--- config.mk ---
export PLATFORM = sky130hd
export DESIGN_NAME = cnn_sequencer
export DESIGN_NICKNAME = d
export VERILOG_FILES = /design/src/rtl/cnn_pkg.sv /design/src/rtl/cnn_stage_timer.sv /design/src/rtl/cnn_sequencer.sv
export SDC_FILE = /design/constraint.sdc
export NUM_CORES = 1
export LEC_CHECK = 0
export ABC_AREA = 0
export ABC_CLOCK_PERIOD_IN_PS = 2430
export BUFFER_PORTS_ARGS = -buffer_cell sky130_fd_sc_hd__buf_2
export CORE_ASPECT_RATIO = 1.2
export CORE_MARGIN = 4
export CORE_UTILIZATION = 35
export DETAILED_ROUTE_END_ITERATION = 7
export PLACE_DENSITY = 0.64
export SETUP_SLACK_MARGIN = 0.2
export SLEW_MARGIN = 20
export SYNTH_ARGS = -nofsm -noshare
export SYNTH_HDL_FRONTEND = slang
export SYNTH_SLANG_ARGS = --single-unit
--- constraint.sdc ---
create_clock -name clk -period 2.43 [get_ports clk]
set_input_delay 0.486 -clock clk [delete_from_list [all_inputs] [get_ports clk]]
set_output_delay 0.486 -clock clk [all_outputs]
set_load 0.05 [all_outputs]
--- src/rtl/cnn_pkg.sv ---
`default_nettype none
// ============================================================================
// Module      : cnn_pkg
// Description : Shared layer codes, sequencer state and error-code types for
//               the CNN layer-control handshake.
// Revision    : 1.0 - initial release
// ============================================================================
package cnn_pkg;

  // Layer codes carried on ctrl / return_ctrl
  localparam logic [7:0] CTRL_IDLE  = 8'd0;
  localparam logic [7:0] CTRL_LOAD  = 8'd1;
  localparam logic [7:0] CTRL_CONV1 = 8'd2;
  localparam logic [7:0] CTRL_POOL1 = 8'd3;
  localparam logic [7:0] CTRL_CONV2 = 8'd4;
  localparam logic [7:0] CTRL_POOL2 = 8'd5;
  localparam logic [7:0] CTRL_FC    = 8'd6;

  typedef enum logic [2:0] {
    ST_IDLE  = 3'd0,
    ST_CLEAR = 3'd1,
    ST_LOAD  = 3'd2,
    ST_RUN   = 3'd3,
    ST_DONE  = 3'd4,
    ST_ERROR = 3'd5
  } seq_state_t;

  typedef enum logic [1:0] {
    ERR_NONE     = 2'b00,
    ERR_TIMEOUT  = 2'b01,
    ERR_PROTOCOL = 2'b10,
    ERR_ABORT    = 2'b11
  } err_code_t;

endpackage
`default_nettype wire

--- src/rtl/cnn_stage_timer.sv ---
`default_nettype none
// ============================================================================
// Module      : cnn_stage_timer
// Description : Per-stage wait counter. Cleared on stage entry, counts while
//               enabled and stops once it has reached the limit.
// Revision    : 1.0 - initial release
// ============================================================================
module cnn_stage_timer #(
  parameter  int unsigned TIMEOUT_CYCLES = 2**20,
  localparam int unsigned CNT_W          = $clog2(TIMEOUT_CYCLES + 1)
) (
  input  logic             clk,
  input  logic             reset_n,
  input  logic             clear_i,
  input  logic             enable_i,
  input  logic [CNT_W-1:0] limit_i,
  output logic             expired_o
);

  logic [CNT_W-1:0] cnt_q;
  logic             w_expired;

  // Limit reached: the counter holds here so it can never wrap back to zero
  always_comb begin
    w_expired = (cnt_q >= limit_i);
  end

  // Stage wait counter with clear priority over counting
  always_ff @(posedge clk or negedge reset_n) begin
    if (!reset_n) begin
      cnt_q <= '0;
    end else if (clear_i) begin
      cnt_q <= '0;
    end else if (enable_i && !w_expired) begin
      cnt_q <= cnt_q + CNT_W'(1);
    end
  end

  assign expired_o = w_expired;

endmodule
`default_nettype wire

--- src/rtl/cnn_sequencer.sv ---
`default_nettype none
// ============================================================================
// Module      : cnn_sequencer
// Description : Initiator side of the layer-control handshake. Steps ctrl
//               through clear, image load and the five compute layers,
//               advancing only when return_ctrl echoes the current layer.
// Revision    : 1.0 - initial release
// ============================================================================
module cnn_sequencer
  import cnn_pkg::*;
#(
  parameter int unsigned CLEAR_CYCLES   = 2,
  parameter int unsigned TIMEOUT_CYCLES = 2**20
) (
  input  logic        clk,
  input  logic        reset_n,
  input  logic        start_i,
  input  logic        img_loaded_i,
  input  logic        abort_i,
  input  logic [7:0]  return_ctrl_i,
  output logic [7:0]  ctrl_o,
  output logic        busy_o,
  output logic        done_o,
  output logic        done_pulse_o,
  output logic        error_o,
  output logic [1:0]  err_code_o,
  output logic [2:0]  err_stage_o,
  output logic [31:0] total_cycles_o
);

  localparam int unsigned TMR_W    = $clog2(TIMEOUT_CYCLES + 1);
  localparam logic [7:0]  CLR_LAST = 8'(CLEAR_CYCLES - 1);

  seq_state_t  state_q;
  logic [7:0]  ctrl_q;
  logic [2:0]  stage_q;
  logic        settle_q;
  logic [7:0]  clr_cnt_q;
  logic        busy_q;
  logic        done_q;
  logic        done_pulse_q;
  logic        error_q;
  err_code_t   err_code_q;
  logic [2:0]  err_stage_q;
  logic [31:0] total_q;

  logic        w_busy_st;
  logic        w_eval;
  logic        w_rc_match;
  logic        w_rc_wait;
  logic        w_go_clear;
  logic        w_go_err;
  err_code_t   w_err;
  logic        w_tmr_clear;
  logic        w_tmr_en;
  logic        w_expired;

  // Decode handshake outcome and error priority: abort > protocol > completion > timeout
  always_comb begin
    w_busy_st  = (state_q == ST_CLEAR) || (state_q == ST_LOAD) || (state_q == ST_RUN);
    w_eval     = (state_q == ST_RUN) && !settle_q;
    w_rc_match = (return_ctrl_i == {5'd0, stage_q});
    w_rc_wait  = (return_ctrl_i == {5'd0, stage_q - 3'd1});
    w_go_clear = start_i && ((state_q == ST_IDLE) || (state_q == ST_DONE) ||
                             ((state_q == ST_ERROR) && !abort_i));
    w_go_err   = 1'b0;
    w_err      = ERR_NONE;
    if (w_busy_st && abort_i) begin
      w_go_err = 1'b1;
      w_err    = ERR_ABORT;
    end else if (w_eval && !w_rc_match && !w_rc_wait) begin
      w_go_err = 1'b1;
      w_err    = ERR_PROTOCOL;
    end else if (w_eval && !w_rc_match && w_expired) begin
      w_go_err = 1'b1;
      w_err    = ERR_TIMEOUT;
    end
    // Timer restarts whenever a stage is (re)entered; it only counts in-progress echoes
    w_tmr_clear = (state_q != ST_RUN) || (w_eval && w_rc_match);
    w_tmr_en    = w_eval && w_rc_wait;
  end

  cnn_stage_timer #(
    .TIMEOUT_CYCLES (TIMEOUT_CYCLES)
  ) u_timer (
    .clk       (clk),
    .reset_n   (reset_n),
    .clear_i   (w_tmr_clear),
    .enable_i  (w_tmr_en),
    .limit_i   (TMR_W'(TIMEOUT_CYCLES)),
    .expired_o (w_expired)
  );

  // Sequencer FSM with registered ctrl and status outputs
  always_ff @(posedge clk or negedge reset_n) begin
    if (!reset_n) begin
      state_q      <= ST_IDLE;
      ctrl_q       <= CTRL_IDLE;
      stage_q      <= 3'd0;
      settle_q     <= 1'b0;
      clr_cnt_q    <= 8'd0;
      busy_q       <= 1'b0;
      done_q       <= 1'b0;
      done_pulse_q <= 1'b0;
      error_q      <= 1'b0;
      err_code_q   <= ERR_NONE;
      err_stage_q  <= 3'd0;
      total_q      <= 32'd0;
    end else begin
      done_pulse_q <= 1'b0;
      if (w_busy_st && (total_q != 32'hFFFF_FFFF)) begin
        total_q <= total_q + 32'd1;
      end
      if (w_go_clear) begin
        state_q     <= ST_CLEAR;
        ctrl_q      <= CTRL_IDLE;
        stage_q     <= 3'd0;
        settle_q    <= 1'b0;
        clr_cnt_q   <= 8'd0;
        busy_q      <= 1'b1;
        done_q      <= 1'b0;
        error_q     <= 1'b0;
        err_code_q  <= ERR_NONE;
        err_stage_q <= 3'd0;
        total_q     <= 32'd0;
      end else if (w_go_err) begin
        state_q     <= ST_ERROR;
        ctrl_q      <= CTRL_IDLE;
        busy_q      <= 1'b0;
        error_q     <= 1'b1;
        err_code_q  <= w_err;
        err_stage_q <= ctrl_q[2:0];
      end else begin
        case (state_q)
          ST_CLEAR: begin
            if (clr_cnt_q == CLR_LAST) begin
              state_q <= ST_LOAD;
              ctrl_q  <= CTRL_LOAD;
            end else begin
              clr_cnt_q <= clr_cnt_q + 8'd1;
            end
          end
          ST_LOAD: begin
            if (img_loaded_i) begin
              state_q  <= ST_RUN;
              stage_q  <= CTRL_CONV1[2:0];
              ctrl_q   <= CTRL_CONV1;
              settle_q <= 1'b1;
            end
          end
          ST_RUN: begin
            if (settle_q) begin
              settle_q <= 1'b0;
            end else if (w_rc_match) begin
              if (stage_q == CTRL_FC[2:0]) begin
                state_q      <= ST_DONE;
                ctrl_q       <= CTRL_IDLE;
                busy_q       <= 1'b0;
                done_q       <= 1'b1;
                done_pulse_q <= 1'b1;
              end else begin
                stage_q  <= stage_q + 3'd1;
                ctrl_q   <= {5'd0, stage_q + 3'd1};
                settle_q <= 1'b1;
              end
            end
          end
          default: begin
          end
        endcase
      end
    end
  end

  assign ctrl_o         = ctrl_q;
  assign busy_o         = busy_q;
  assign done_o         = done_q;
  assign done_pulse_o   = done_pulse_q;
  assign error_o        = error_q;
  assign err_code_o     = err_code_q;
  assign err_stage_o    = err_stage_q;
  assign total_cycles_o = total_q;

endmodule
`default_nettype wire

==> impl_metrics.toml, run 1 <==
[power]
pwr_density_cell_nw_per_um2 = 888.9
total_power_mw = 4.935
leakage_nw = 2.334
vdd_ir_drop_max_v = 0.0003300

[detailed_routing]
num_vias = 4017
drcViolationCount = 0
drtIter0Drc = 261
ant_nets = 0
wire_per_inst_um = 15.58
postRouteWirelength_um = 11480
first_pass_iters = 4
via_per_inst = 5.450

[timing]
setup_viol = 0
skew_ns = 0.008925
rsz0062_at_grt = "true"
fin_crit_sh_pct = 88.46
finalSetupTns_ns = 0
worstMarginPinSlew_ns = 0.6044
fin_hold_ws_ns = 0.1226
slew_viol_final = 0
relSlewSlack_pct = 59.14
timing.fmax_mhz = 465.2
final.min_clock_period_ns = 2.150
finalHoldViolCount = 0

[critical_path]
crit_required_ns = 2.69
rrSetupSlack_ns = 0.28
crit_path_end_kind = "register"
worstPathMaxFanout = 6
crit_type = "reg -> reg"
startpoint_type = "register"
cp_data_arrival_time_ns = 2.41

[synthesis]
synth_top_area_cell = "dfrtp_1"
async_flop_share_pct = 100.0
yosys_register_bits = 80
synth_ff_type = "dfrtp_1"
postSynthCellCount = 496
synth_top_cell_area_share_pct = 43.93
netlist_top_cells_area = "dfrtp_1, a21oi_1, o21ai_0"
synth_edf_count = 0
ys_seq_area_share_pct = 43.93
avgSynthCellArea_um2 = 9.187
synth_area_um2 = 4557
synth_cell_type_count = 55
ys_warn_count = 0

[clock_network]
cts_root_buf = "clkbuf_16"
numCtsBuffers = 9
hold_buffers = 0
cts.clk_slew.worst_paths_ns = 0.06
clockBufferDepth = 2
clock_sinks = 80
insertion_delay_ns = 0.34
cts_tree = "yes"
cts-htree-levels = 3

[finish]
antenna_cells = 0
synthToLayoutAreaGrowth_pct = 21.83
layout_commonest_cell = "dfrtp_1"
final_cell_mix = "dfrtp_1, buf_2, nand2_1"
drive_above_1_share_pct = 23.56
fillers = 1253
fin_cells = 737
nNetsFinal = 590

[grt]
grtUsageTotal_pct = 15.75
grt_pass1_wl_um = 19430
antenna_found_initial = 0
grt_overflow = 0
grt_max_degree = 44
grt_pass1_vias = 3917

[floorplan]
pin_count = 62
fp-row-count = 45
core_um2 = 12720
start_util_pct = 35.81
die_w_um = 112.2
die-area_um2 = 14920
die_y_um = 133.0

[status]
outcome = "completed"

[placed_design]
io_buffer_count = 56
finalWeightedCongestion = 0.8820
dpl.hpwl_um = 8362
place_inst = 719

[run]
cap_violations = 0

[min_path]
hp-class = "in -> async"
final cells by class:
class	instances	area, um2	area share, %
Tap cell	164	205.2	3.696
Multi-Input combinational cell	369	2424	43.66
Clock inverter	5	82.58	1.487
Inverter	24	90.09	1.623
Timing Repair Buffer	84	506.7	9.128
Clock buffer	11	232.7	4.192
Sequential cell	80	2011	36.22
flip-flops by register name, summed over array words and instances (netlist names):
name and cells:
settle_q 1, err_code_o 2, done_o 1, stage_q 3, ctrl_o 3, state_q 3
error_o 1, u_timer.cnt_q 21, total_cycles_o 32, err_stage_o 3, done_pulse_o 1, clr_cnt_q 8
busy_o 1
kinds of logic (layout without fill, tap and decap cells):
logic type,Yosys count,count (layout),synth area share (%)
AOI/OAI and AO/OA,133,133,18.37
xor gates and xnor gates,22,22,4.393
adders and majority gates,9,9,2.471
buffers and inverters,51,124,4.915
DFF,80,80,43.93
muxes,6,6,1.318
other,1,5,0.08229
and+or+nand+nor,194,194,24.52
synth_stat cells, types with 5 or more instances:
cell / n
a31o_2: 5
clkbuf_1: 11
inv_1: 24
or4_1: 11
dfrtp_1: 80
nand3_1: 28
nand4_1: 18
a31oi_1: 8
o21ai_0: 30
nand2b_1: 5
o31ai_1: 14
o21a_1: 7
ha_1: 9
mux2i_1: 6
or3_1: 19
nor3_1: 8
a21oi_1: 35
and4_1: 12
xor2_1: 8
nor2_1: 23
buf_2: 8
buf_4: 6
nand2_1: 39
o211ai_1: 10
and2_1: 5
xnor2_1: 13
o21ai_1: 5
layer usage:
layer	vias to the layer above	GRT usage [%]	share of wire [%]
met5	-	0	0
met4	0	5.277	1.1
met3	13	3.477	3.2
met2	73	25.68	50
met1	1959	20.73	46
li1	1972	-	-
critical path, cell delays in order, from the launching register on:
cell,delay [ns]
dfrtp_1,0.39
inv_2,0.09
ha_4,0.21
xnor2_2,0.15
nor4_4,0.32
buf_4,0.18
nand3_2,0.11
buf_6,0.17
or3_4,0.32
a21oi_2,0.13
repair_timing:
item / in CTS / in global routing
gates resized for setup: 0 / 13
setup buffers: 0 / 1
endpoints found under the setup margin: 0 / 20
stage by stage:
step	instance area (um2)	utilization [%]	worst slack, ns
6_report	5552	43.63	0.2805
5_1_grt	5552	43.63	0.1422
4_1_cts	5472	43.00	0.2244
3_5_place_dp	5156	40.52	-0.04870
3_3_place_gp	5156	40.52	-0.01030
2_1_floorplan	4597	-	0.1830
final timing paths:
check                           startpoint                  to  depth (start not counted)
worst min register to register      done_o              done_o                          1
min in group clk                    done_o              done_o                          1
max in group asynchronous          reset_n          state_q[1]                          2
worst max-delay path            stage_q[0]    u_timer.cnt_q[8]                          9
worst max register to register  stage_q[0]    u_timer.cnt_q[8]                          9
worst min-delay path               reset_n  total_cycles_o[11]                          1
power by group:
part	switching [mW]	total [mW]	internal, mW	leakage (nW)
Clock	0.551	1.45	0.903	0.154
Combinational	1.22	1.84	0.625	1.10
Sequential	0.153	1.64	1.49	1.08
(Power assumes the default switching activity.)
==> run 2: changes to the inputs <==
Settings changed: CORE_ASPECT_RATIO 1.2 to unset.
==> run 2 against run 1 <==
  * Global-route usage fell by 0.11 points
  * Register-to-register slack improved by 0.06 ns
  * First-iteration DRC count rose by 47%
  * Sequential power barely moved
  * Non-clock buffer count rose by 4
  * Highest routed layer unchanged
==> impl_metrics.toml, run 2 (same netlist as run 1, synthesis figures left out) <==
[critical_path]
startpoint_type = "register"
crit_type = "reg -> reg"
regToRegEndpoint = "u_timer.cnt_q[3]"
crit_required_ns = 2.69
crit_path_end_kind = "register"
rrSetupSlack_ns = 0.34
r2r_cells = 8
cp-startpoint = "stage_q[0]"
worstReg2RegStart = "stage_q[0]"
worstPathMaxFanout = 4
cp_data_arrival_time_ns = 2.34

[clock_network]
cts.clk_slew.worst_paths_ns = 0.06
numCtsBuffers = 9
cts_tree = "yes"
clock_sinks = 80
cts_root_buf = "clkbuf_16"
cts-htree-levels = 3
hold_buffers = 0
clockBufferDepth = 2
insertion_delay_ns = 0.33

[finish]
multi_input_area_um2 = 2424
fin_cells = 750
synthToLayoutAreaGrowth_pct = 22.57
drive_above_1_share_pct = 24.09
final_cell_mix = "dfrtp_1, buf_2, nand2_1"
nNetsFinal = 594
layout_commonest_cell = "dfrtp_1"
fillers = 1225
seqCellArea_um2 = 2012
largest_reg_flops = 32

[floorplan]
fp-row-count = 41
start_util_pct = 35.96
die-area_um2 = 14910
core_um2 = 12670
die_w_um = 122.1
pin_count = 62
die_y_um = 122.1

[placed_design]
post-place-ws_ns = -0.08230
finalWeightedCongestion = 0.8836
place_inst = 728
io_buffer_count = 56
dpl.hpwl_um = 8165

[timing]
setup_viol = 0
finalHoldViolCount = 0
skew_ns = 0.006867
relSlewSlack_pct = 60.27
worstMarginPinSlew_ns = 0.5960
final.min_clock_period_ns = 2.086
slew_viol_final = 0
setup_ws_ns = 0.3440
fin_hold_ws_ns = 0.1543
rsz0062_at_grt = "false"
fin_crit_sh_pct = 85.84
timing.fmax_mhz = 479.4
finalSetupTns_ns = 0

[status]
outcome = "completed"

[detailed_routing]
ant_nets = 0
num_vias = 4111
drtIter0Drc = 384
wire_per_inst_um = 15.12
first_pass_iters = 7
drcViolationCount = 0
via_per_inst = 5.481
postRouteWirelength_um = 11340

[min_path]
hp-class = "in -> async"

[grt]
grt_overflow = 0
grtUsageTotal_pct = 15.64
grt_pass1_wl_um = 18810
antenna_found_initial = 1
grt_pass1_vias = 3817
grt_max_degree = 46

[power]
vdd_ir_drop_max_v = 0.0004061
leakage_nw = 2.362
pwr_density_cell_nw_per_um2 = 874.9

[run]
cap_violations = 0
-- run 2: cell types whose count changed in the layout (fill, tap and decap cells not counted), sizes merged --
| cell | change |
|---|---|
| buf | +4 |
| bufinv | -1 |
| diode | +1 |
| inv | +1 |
-- run 2: timing repair --
action	4_1_cts	5_1_grt
gates resized for setup	2	11
pin swaps	0	3
endpoints found under the hold margin	0	0
setup buffers	0	5
endpoints found under the setup margin	5	27
-- run 2: how the worst max path moves through the flow --
stage / end / cells after the start / slack [ns]
2_1_floorplan: ctrl_o[0] / 6 / 0.18
3_3_place_gp: err_stage_o[1] / 6 / -0.03
3_5_place_dp: err_stage_o[2] / 6 / -0.08
4_1_cts: error_o / 7 / 0.23
5_1_grt: u_timer.cnt_q[3] / 8 / 0.20
6_report: u_timer.cnt_q[3] / 8 / 0.34
-- run 2: metrics by stage --
step	cell area, um2	util (%)	total power, mW
floorplan	4597	-	2.925
global placement	5174	40.83	3.366
detailed placement	5174	40.83	3.398
CTS	5488	43.31	4.815
global route	5585	44.08	5.168
finish	5585	44.08	4.887
-- run 2: critical path, cell delays in order, from the launching register on --
cell,delay [ns]
dfrtp_1,0.39
inv_2,0.10
ha_4,0.22
xnor2_2,0.15
nor4_4,0.31
buf_4,0.18
nand3_2,0.09
or4_1,0.40
a21oi_1,0.16
-- run 2: layout make-up --
| cell class | count | area share, % |
|---|---|---|
| multi-input cells | 369 | 43.39 |
| flip-flops and latches | 80 | 36.02 |
| repair buffers | 88 | 9.588 |
| clock buffers | 11 | 4.525 |
| well taps | 172 | 3.853 |
| inverters | 24 | 1.613 |
| clock inverters | 5 | 0.9633 |
| diodes | 1 | 0.04480 |
-- run 2: routing by layer --
| layer | part of all wire, % | global-route usage [%] | wire [um] |
|---|---|---|---|
| met2 | 46 | 24.55 | 5231 |
| met5 | 0 | 0 | 0 |
| met1 | 47 | 21.36 | 5304 |
| met3 | 4.6 | 2.368 | 518 |
| met4 | 2.5 | 7.138 | 286 |
-- run 2: power by group --
part,leakage (nW),internal (mW),switching (mW)
clock network,0.156,0.850,0.531
logic,1.13,0.656,1.22
registers,1.08,1.49,0.144
total,2.36,2.99,1.89
